**src/rtl/alu_pkg.sv**
```systemverilog
// Shared ALU control definitions: ALUConf codes, branch-condition codes, MIPS
// opcode/funct values, operand-select encodings and the decoded control word.
package alu_pkg;

    localparam logic [4:0] ALU_ADD = 5'b00000;
    localparam logic [4:0] ALU_OR  = 5'b00001;
    localparam logic [4:0] ALU_AND = 5'b00010;
    localparam logic [4:0] ALU_SUB = 5'b00110;
    localparam logic [4:0] ALU_SLT = 5'b00111;
    localparam logic [4:0] ALU_NOR = 5'b01100;
    localparam logic [4:0] ALU_XOR = 5'b01101;
    localparam logic [4:0] ALU_SRL = 5'b10000;
    localparam logic [4:0] ALU_SRA = 5'b11000;
    localparam logic [4:0] ALU_SLL = 5'b11001;

    localparam logic [5:0] BR_NONE = 6'h00;
    localparam logic [5:0] BR_EQ   = 6'h04;
    localparam logic [5:0] BR_NE   = 6'h11;
    localparam logic [5:0] BR_GEZ  = 6'h12;
    localparam logic [5:0] BR_GTZ  = 6'h13;
    localparam logic [5:0] BR_LEZ  = 6'h14;
    localparam logic [5:0] BR_LTZ  = 6'h15;

    localparam logic [5:0] OP_RTYPE  = 6'h00;
    localparam logic [5:0] OP_REGIMM = 6'h01;
    localparam logic [5:0] OP_J      = 6'h02;
    localparam logic [5:0] OP_JAL    = 6'h03;
    localparam logic [5:0] OP_BEQ    = 6'h04;
    localparam logic [5:0] OP_BNE    = 6'h05;
    localparam logic [5:0] OP_BLEZ   = 6'h06;
    localparam logic [5:0] OP_BGTZ   = 6'h07;
    localparam logic [5:0] OP_ADDI   = 6'h08;
    localparam logic [5:0] OP_ADDIU  = 6'h09;
    localparam logic [5:0] OP_SLTI   = 6'h0A;
    localparam logic [5:0] OP_SLTIU  = 6'h0B;
    localparam logic [5:0] OP_ANDI   = 6'h0C;
    localparam logic [5:0] OP_ORI    = 6'h0D;
    localparam logic [5:0] OP_XORI   = 6'h0E;
    localparam logic [5:0] OP_LUI    = 6'h0F;
    localparam logic [5:0] OP_LW     = 6'h23;
    localparam logic [5:0] OP_SW     = 6'h2B;

    localparam logic [5:0] FN_SLL  = 6'h00;
    localparam logic [5:0] FN_SRL  = 6'h02;
    localparam logic [5:0] FN_SRA  = 6'h03;
    localparam logic [5:0] FN_SLLV = 6'h04;
    localparam logic [5:0] FN_SRLV = 6'h06;
    localparam logic [5:0] FN_SRAV = 6'h07;
    localparam logic [5:0] FN_JR   = 6'h08;
    localparam logic [5:0] FN_ADD  = 6'h20;
    localparam logic [5:0] FN_ADDU = 6'h21;
    localparam logic [5:0] FN_SUB  = 6'h22;
    localparam logic [5:0] FN_SUBU = 6'h23;
    localparam logic [5:0] FN_AND  = 6'h24;
    localparam logic [5:0] FN_OR   = 6'h25;
    localparam logic [5:0] FN_XOR  = 6'h26;
    localparam logic [5:0] FN_NOR  = 6'h27;
    localparam logic [5:0] FN_SLT  = 6'h2A;
    localparam logic [5:0] FN_SLTU = 6'h2B;

    localparam logic [4:0] RT_BLTZ = 5'd0;
    localparam logic [4:0] RT_BGEZ = 5'd1;

    localparam logic [1:0] OP1_RS    = 2'd0;
    localparam logic [1:0] OP1_SHAMT = 2'd1;
    localparam logic [1:0] OP1_C16   = 2'd2;

    localparam logic [1:0] OP2_RT   = 2'd0;
    localparam logic [1:0] OP2_SEXT = 2'd1;
    localparam logic [1:0] OP2_ZEXT = 2'd2;

    typedef struct packed {
        logic [4:0]  alu_conf;
        logic [5:0]  alu_opcode;
        logic        alu_sign;
        logic [1:0]  op1_sel;
        logic [1:0]  op2_sel;
        logic [31:0] imm32;
        logic [4:0]  shamt;
        logic        illegal;
    } ctrl_word_t;

    function automatic logic [31:0] sext16(input logic signed [15:0] v);
        logic signed [31:0] w;
        w = 32'(v);
        return w;
    endfunction

endpackage

```
**src/rtl/alu_ctrl_decode.sv**
```systemverilog
// Combinational MIPS instruction decoder producing the ALU control word.
module alu_ctrl_decode
    import alu_pkg::*;
(
    input  logic [31:0] instr,
    output ctrl_word_t  ctrl
);

    logic [5:0] opcode;
    logic [5:0] funct;
    logic [4:0] rt;
    logic       unused_rs;

    assign opcode    = instr[31:26];
    assign funct     = instr[5:0];
    assign rt        = instr[20:16];
    assign unused_rs = ^instr[25:21];

    always_comb begin
        ctrl          = '0;
        ctrl.alu_conf = ALU_ADD;
        ctrl.shamt    = instr[10:6];
        case (opcode)
            OP_RTYPE: begin
                case (funct)
                    FN_ADD:  begin ctrl.alu_conf = ALU_ADD; ctrl.alu_sign = 1'b1; end
                    FN_ADDU: ctrl.alu_conf = ALU_ADD;
                    FN_SUB:  begin ctrl.alu_conf = ALU_SUB; ctrl.alu_sign = 1'b1; end
                    FN_SUBU: ctrl.alu_conf = ALU_SUB;
                    FN_AND:  ctrl.alu_conf = ALU_AND;
                    FN_OR:   ctrl.alu_conf = ALU_OR;
                    FN_XOR:  ctrl.alu_conf = ALU_XOR;
                    FN_NOR:  ctrl.alu_conf = ALU_NOR;
                    FN_SLT:  begin ctrl.alu_conf = ALU_SLT; ctrl.alu_sign = 1'b1; end
                    FN_SLTU: ctrl.alu_conf = ALU_SLT;
                    // The ALU shifts In2 by In1[4:0]: shamt or rs arrives on operand 1
                    FN_SLL:  begin ctrl.alu_conf = ALU_SLL; ctrl.op1_sel = OP1_SHAMT; end
                    FN_SRL:  begin ctrl.alu_conf = ALU_SRL; ctrl.op1_sel = OP1_SHAMT; end
                    FN_SRA:  begin ctrl.alu_conf = ALU_SRA; ctrl.op1_sel = OP1_SHAMT; end
                    FN_SLLV: ctrl.alu_conf = ALU_SLL;
                    FN_SRLV: ctrl.alu_conf = ALU_SRL;
                    FN_SRAV: ctrl.alu_conf = ALU_SRA;
                    FN_JR:   ctrl.alu_conf = ALU_ADD;
                    default: ctrl.illegal = 1'b1;
                endcase
            end
            OP_REGIMM: begin
                ctrl.alu_conf = ALU_SUB;
                ctrl.alu_sign = 1'b1;
                if (rt == RT_BLTZ)      ctrl.alu_opcode = BR_LTZ;
                else if (rt == RT_BGEZ) ctrl.alu_opcode = BR_GEZ;
                else                    ctrl.illegal = 1'b1;
            end
            OP_BEQ, OP_BNE, OP_BLEZ, OP_BGTZ: begin
                ctrl.alu_conf = ALU_SUB;
                ctrl.alu_sign = 1'b1;
                ctrl.op2_sel  = OP2_RT;
                case (opcode)
                    OP_BEQ:  ctrl.alu_opcode = BR_EQ;
                    OP_BNE:  ctrl.alu_opcode = BR_NE;
                    OP_BLEZ: ctrl.alu_opcode = BR_LEZ;
                    default: ctrl.alu_opcode = BR_GTZ;
                endcase
            end
            OP_ADDI:  begin ctrl.alu_conf = ALU_ADD; ctrl.alu_sign = 1'b1; ctrl.op2_sel = OP2_SEXT; end
            OP_ADDIU: begin ctrl.alu_conf = ALU_ADD; ctrl.op2_sel = OP2_SEXT; end
            OP_SLTI:  begin ctrl.alu_conf = ALU_SLT; ctrl.alu_sign = 1'b1; ctrl.op2_sel = OP2_SEXT; end
            OP_SLTIU: begin ctrl.alu_conf = ALU_SLT; ctrl.op2_sel = OP2_SEXT; end
            OP_ANDI:  begin ctrl.alu_conf = ALU_AND; ctrl.op2_sel = OP2_ZEXT; end
            OP_ORI:   begin ctrl.alu_conf = ALU_OR;  ctrl.op2_sel = OP2_ZEXT; end
            OP_XORI:  begin ctrl.alu_conf = ALU_XOR; ctrl.op2_sel = OP2_ZEXT; end
            // lui is imm << 16, realised as a shift by the constant operand 16
            OP_LUI:   begin ctrl.alu_conf = ALU_SLL; ctrl.op1_sel = OP1_C16; ctrl.op2_sel = OP2_ZEXT; end
            OP_LW, OP_SW: begin ctrl.alu_conf = ALU_ADD; ctrl.op2_sel = OP2_SEXT; end
            OP_J, OP_JAL: ctrl.alu_conf = ALU_ADD;
            default: ctrl.illegal = 1'b1;
        endcase

        if (ctrl.illegal) begin
            ctrl.alu_conf   = ALU_ADD;
            ctrl.alu_opcode = BR_NONE;
            ctrl.alu_sign   = 1'b0;
            ctrl.op1_sel    = OP1_RS;
            ctrl.op2_sel    = OP2_RT;
        end

        // Zero-extend only when the ALU will use the zero-extended form; otherwise
        // present the sign-extended value (branch offsets, lw/sw, arithmetic)
        if (ctrl.op2_sel == OP2_ZEXT) ctrl.imm32 = {16'h0000, instr[15:0]};
        else                          ctrl.imm32 = sext16(instr[15:0]);
    end

endmodule

```
**src/rtl/alu_ctrl_issue.sv**
```systemverilog
// ID/EX boundary register for the ALU control word: valid/ready handshake,
// flush kill and a saturating count of accepted illegal instructions.
module alu_ctrl_issue
    import alu_pkg::*;
#(
    parameter int ILLEGAL_CNT_W = 8
) (
    input  logic                     clk,
    input  logic                     rst_n,
    input  logic                     in_valid,
    output logic                     in_ready,
    input  logic [31:0]              instr,
    input  logic [31:0]              in_pc,
    input  logic                     flush,
    output logic                     out_valid,
    input  logic                     out_ready,
    output logic [4:0]               alu_conf,
    output logic [5:0]               alu_opcode,
    output logic                     alu_sign,
    output logic [1:0]               op1_sel,
    output logic [1:0]               op2_sel,
    output logic [31:0]              imm32,
    output logic [4:0]               shamt,
    output logic [31:0]              out_pc,
    output logic                     illegal,
    output logic [ILLEGAL_CNT_W-1:0] illegal_cnt
);

    function automatic logic [ILLEGAL_CNT_W-1:0] sat_inc(input logic [ILLEGAL_CNT_W-1:0] v);
        return (&v) ? v : v + ILLEGAL_CNT_W'(1);
    endfunction

    ctrl_word_t               ctrl_p0;
    ctrl_word_t               ctrl_p1;
    logic                     vld_p1;
    logic [31:0]              pc_p1;
    logic [ILLEGAL_CNT_W-1:0] ill_cnt_p1;
    logic                     load;

    alu_ctrl_decode u_decode (
        .instr (instr),
        .ctrl  (ctrl_p0)
    );

    assign in_ready = !vld_p1 || out_ready;
    assign load     = in_valid && in_ready && !flush;

    // p0 -> p1: decoded word captured at the ID/EX boundary
    always_ff @(posedge clk or negedge rst_n) begin
        if (!rst_n) begin
            vld_p1     <= 1'b0;
            ctrl_p1    <= '0;
            pc_p1      <= '0;
            ill_cnt_p1 <= '0;
        end else if (flush) begin
            vld_p1 <= 1'b0;
        end else if (load) begin
            vld_p1  <= 1'b1;
            ctrl_p1 <= ctrl_p0;
            pc_p1   <= in_pc;
            if (ctrl_p0.illegal) ill_cnt_p1 <= sat_inc(ill_cnt_p1);
        end else if (out_ready) begin
            vld_p1 <= 1'b0;
        end
    end

    assign out_valid   = vld_p1;
    assign alu_conf    = ctrl_p1.alu_conf;
    assign alu_opcode  = ctrl_p1.alu_opcode;
    assign alu_sign    = ctrl_p1.alu_sign;
    assign op1_sel     = ctrl_p1.op1_sel;
    assign op2_sel     = ctrl_p1.op2_sel;
    assign imm32       = ctrl_p1.imm32;
    assign shamt       = ctrl_p1.shamt;
    assign illegal     = ctrl_p1.illegal;
    assign out_pc      = pc_p1;
    assign illegal_cnt = ill_cnt_p1;

endmodule

```
**config.mk**
```make
export PLATFORM = sky130hd
export DESIGN_NAME = alu_ctrl_issue
export DESIGN_NICKNAME = d
export VERILOG_FILES = /design/src/rtl/alu_pkg.sv /design/src/rtl/alu_ctrl_decode.sv /design/src/rtl/alu_ctrl_issue.sv
export SDC_FILE = /design/constraint.sdc
export NUM_CORES = 1
export LEC_CHECK = 0
export CELL_PAD_IN_SITES_DETAIL_PLACEMENT = 0
export CELL_PAD_IN_SITES_GLOBAL_PLACEMENT = 1
export CORE_ASPECT_RATIO = 1.5
export CORE_MARGIN = 2
export CORE_UTILIZATION = 32
export CTS_CLUSTER_SIZE = 10
export DETAILED_ROUTE_END_ITERATION = 8
export HOLD_SLACK_MARGIN = 0.12
export PLACE_DENSITY = 0.81
export SYNTH_ARGS = -nofsm -noshare
export SYNTH_HDL_FRONTEND = slang
export SYNTH_HIERARCHICAL = 1
export SYNTH_SLANG_ARGS = --single-unit
```
**constraint.sdc**
```tcl
create_clock -name clk -period 1.6 [get_ports clk]
set_input_delay 0.16 -clock clk [delete_from_list [all_inputs] [get_ports clk]]
set_output_delay 0.16 -clock clk [all_outputs]
set_load 0.01 [all_outputs]
```
==> key figures <==
Clocking
  – CTS tree: done
  – Skew-Pair Late Insertion Delay: 340 ps
  – Maximum clock insertion buffer count: 2
  – Total clock sinks: 95
  – Total CTS buffers: 9
  – H-tree Lvls: 3
  – Clock transition at path regs: 70 ps
  – Clock root cell: clkbuf_16

Placed design
  – HPWL after detailed placement: 7470 µm
  – IO buf count: 159
  – Final RePlAce weighted congestion: 0.781
  – Placed cell area: 6290 µm²

Routing
  – Via count: 3362
  – WL/cell: 16.5 µm
  – Drt first pass iters: 4
  – DR WL met3: 807 µm
  – WL met1: 4440 µm
  – DRC viols: 0
  – Top layer in use: met4
  – Met2 WL: 6150 µm
  – Routed WL: 11600 µm
  – Remaining antenna violation count: 0
  – Vias per inst: 4.77
  – DRT iter0 DRCs: 107

Min path
  – Hold Path Cell Cnt: 3
  – Hold/Removal Path Class: in -> reg
  – Min-Delay Startpoint: instr[0]

Timing
  – Max Clock Skew: 7.26 ps
  – Setup slack after layout: -38.5 ps
  – Max Transition Viols Final: 0
  – Worst slew margin: 0.638
  – Max Fclk: 610 MHz
  – Hold Violations, Final: 0
  – Hold slack final: 352 ps
  – Final period utilization: 1.02
  – RSZ-0062 raised after global routing: yes
  – Fin crit period: 1640 ps
  – Worst Max-Slew Pin Slew: 543 ps
  – Finish-stage setup viols: 3

Yosys
  – Cell Area, Synth: 4480 µm²
  – Async S/R FF share, synth: 1.00
  – Post-synth top cells: dfrtp_1, mux2_2, buf_4, nand2_1, nor2_1
  – Synth top area share: 0.531
  – Most used DFF post-synth: dfrtp_1
  – Area contributors post-synth: dfrtp_1, mux2_2, buf_4
  – Distinct cells, synth: 48
  – Synth Register Bits: 95
  – Post-synth EDFFs: 0
  – Sequential area share after synthesis: 0.531
  – Count leader, synth: dfrtp_1
  – Yosys warnings: 6
  – Post-synthesis area per instance: 12.8 µm²
  – Cells after Synth: 349
  – Largest area contributor in the netlist: dfrtp_1

Worst setup path
  – Worst Path Buf+Inv: 4
  – Worst path arrival time: 1910 ps
  – Top Family by Delay on Critical Path: simple AND/OR/NAND/NOR gates
  – CP dominant cell by count: buf_6
  – Reg-to-Reg Start: out_valid$_DFFE_PN0P_
  – Setup crit start: instr[29]
  – Cell at the slowest stage of the critical path: o32ai_4
  – Setup Crit Path Kind: in -> reg
  – Crit. path cell count: 10
  – Crit-path cells: buf_6, buf_6, nor4_4, nand2_1, o32ai_4, nand4b_1, buf_6, buf_12, nor4_4, xor2_1
  – Worst reg-to-reg path cell count: 6
  – Critical Path Max Stage Delay: 350 ps
  – Type of element capturing the critical path: flip-flop
  – CP required: 1870 ps
  – Startpoint Class: input pin
  – CP Max Fanout: 6

Global routing
  – First-pass GRT wire length: 17300 µm
  – Total global-route track usage: 0.148
  – GR Overflow Total: 0
  – Initial antenna violation count: 0
  – Largest net degree at the start of global routing: 96
  – Vias in the first global route: 3569

Finish
  – Multi-input gate area: 2000 µm²
  – N_diodes: 0
  – Core Util, Final: 0.521
  – P&R area growth vs syn: 61.1%
  – Fill cell count: 1207
  – # nets final: 605
  – Final Instance Area: 7220 µm²
  – Layout cell share with drive strength beyond 1: 0.369
  – Register area: 2380 µm²

Power and ir drop
  – Overall Power: 7.81 mW
  – Leak: 3.14 nW
  – Pwr dens: 1080 nW/µm²
  – VDD IR-drop max: 0.654 mV

Status
  – Status: finished, violations left
  – Failing checks: negative setup slack

Die
  – Die outline height: 149 µm
  – Die X: 101 µm
  – Initial core utilization: 0.323
  – Top-Level Pins: 165
  – Core Rows: 53
  – Die area: 15000 µm²
  – Placeable Area: 13900 µm²

Flow run
  – MaxCap Viol Count: 0
## final cells by class
| cell class | instances | share of cell area |
|---|---|---|
| Clock buffer | 9 | 0.0312 |
| Clock inverter | 7 | 0.0144 |
| Inverter | 7 | 0.00364 |
| Multi-Input combinational cell | 195 | 0.277 |
| Sequential cell | 95 | 0.329 |
| Tap cell | 165 | 0.0286 |
| Timing Repair Buffer | 227 | 0.315 |
## per-stage QoR
stage          instances  setup TNS (ps)  setup slack [ps]
2_1_floorplan        350            -626              -184
3_3_place_gp         664          -31840              -724
3_5_place_dp         664          -35070              -755
4_1_cts              697            -107             -40.7
5_1_grt              705           -1200              -155
6_report             705           -58.7             -38.5
## worst reg2reg max path, stage by stage (launching register included)
cell	delay [ps]
dfrtp_1	380
nor2b_4	140
nor3b_4	170
buf_6	180
buf_8	150
clkbuf_16	160
mux2_4	300
## cells by family (layout without fill, tap and decap cells)
group / Yosys count / after routing / share of synthesized area
compound gates: 28 / 28 / 0.0441
xor+xnor: 5 / 5 / 0.00977
fa+ha+maj: 1 / 1 / 0.00279
buf+inv: 60 / 250 / 0.0902
flops: 95 / 95 / 0.531
mux: 88 / 88 / 0.221
other cells: 1 / 2 / 0.000837
simple gates: 71 / 71 / 0.101
## placed cells by master (no fill, tap or decap), drive strengths merged, types with 3 or more instances in the layout
cell type / netlist / final
clkdlybuf4s50: 0 / 140
xor2: 5 / 5
nor3: 6 / 6
o22ai: 3 / 3
buf: 49 / 66
nand2: 14 / 14
nand2b: 6 / 6
dlygate4sd2: 0 / 11
dfrtp: 95 / 95
nor4: 5 / 5
nor2b: 7 / 7
inv: 6 / 8
nor2: 9 / 9
clkdlybuf4s15: 0 / 3
a21oi: 8 / 8
nor3b: 4 / 4
mux2: 86 / 86
nand3: 7 / 7
clkbuf: 4 / 14
o21ai: 6 / 6
## registers in the layout, indices dropped and copies added, names as in the netlist
name / count
out_valid: 1
alu_sign: 1
illegal: 1
shamt: 5
alu_conf: 5
illegal_cnt: 8
op2_sel: 2
op1_sel: 2
alu_opcode: 6
imm32: 32
out_pc: 32
## repair_timing
| action | in CTS | in global routing |
|---|---|---|
| cloned | 1 | 5 |
| endpoints found under the setup margin | 34 | 93 |
| buffers inserted | 15 | 4 |
| pin swaps | 12 | 9 |
| gates resized for setup | 52 | 55 |
| endpoints found under the hold margin | 95 | 0 |
| hold buffers | 1 | 0 |
## layer usage
layer	vias up	global-route usage
met5	-	0
met4	0	0.0521
met3	15	0.0558
met2	122	0.258
met1	1666	0.162
li1	1559	-
## report_power, final
| part | total, mW | internal [mW] | switching (mW) |
|---|---|---|---|
| Clock | 2.36 | 1.39 | 0.967 |
| Combinational | 2.41 | 1.49 | 0.914 |
| Sequential | 3.05 | 2.81 | 0.240 |
## path summary, 6_finish.rpt
path | endpoint | slack [ps]
worst max-delay path | illegal_cnt[5]$_DFFE_PN0P_ | -40
worst min-delay path | imm32[0]$_DFFE_PN0P_ | 350
worst max register to register | alu_opcode[5]$_DFFE_PN0P_ | 10
worst min register to register | imm32[10]$_DFFE_PN0P_ | 510
max in group asynchronous | out_pc[2]$_DFFE_PN0P_ | 760
min in group asynchronous | out_pc[28]$_DFFE_PN0P_ | 400
(Power assumes the default switching activity.)
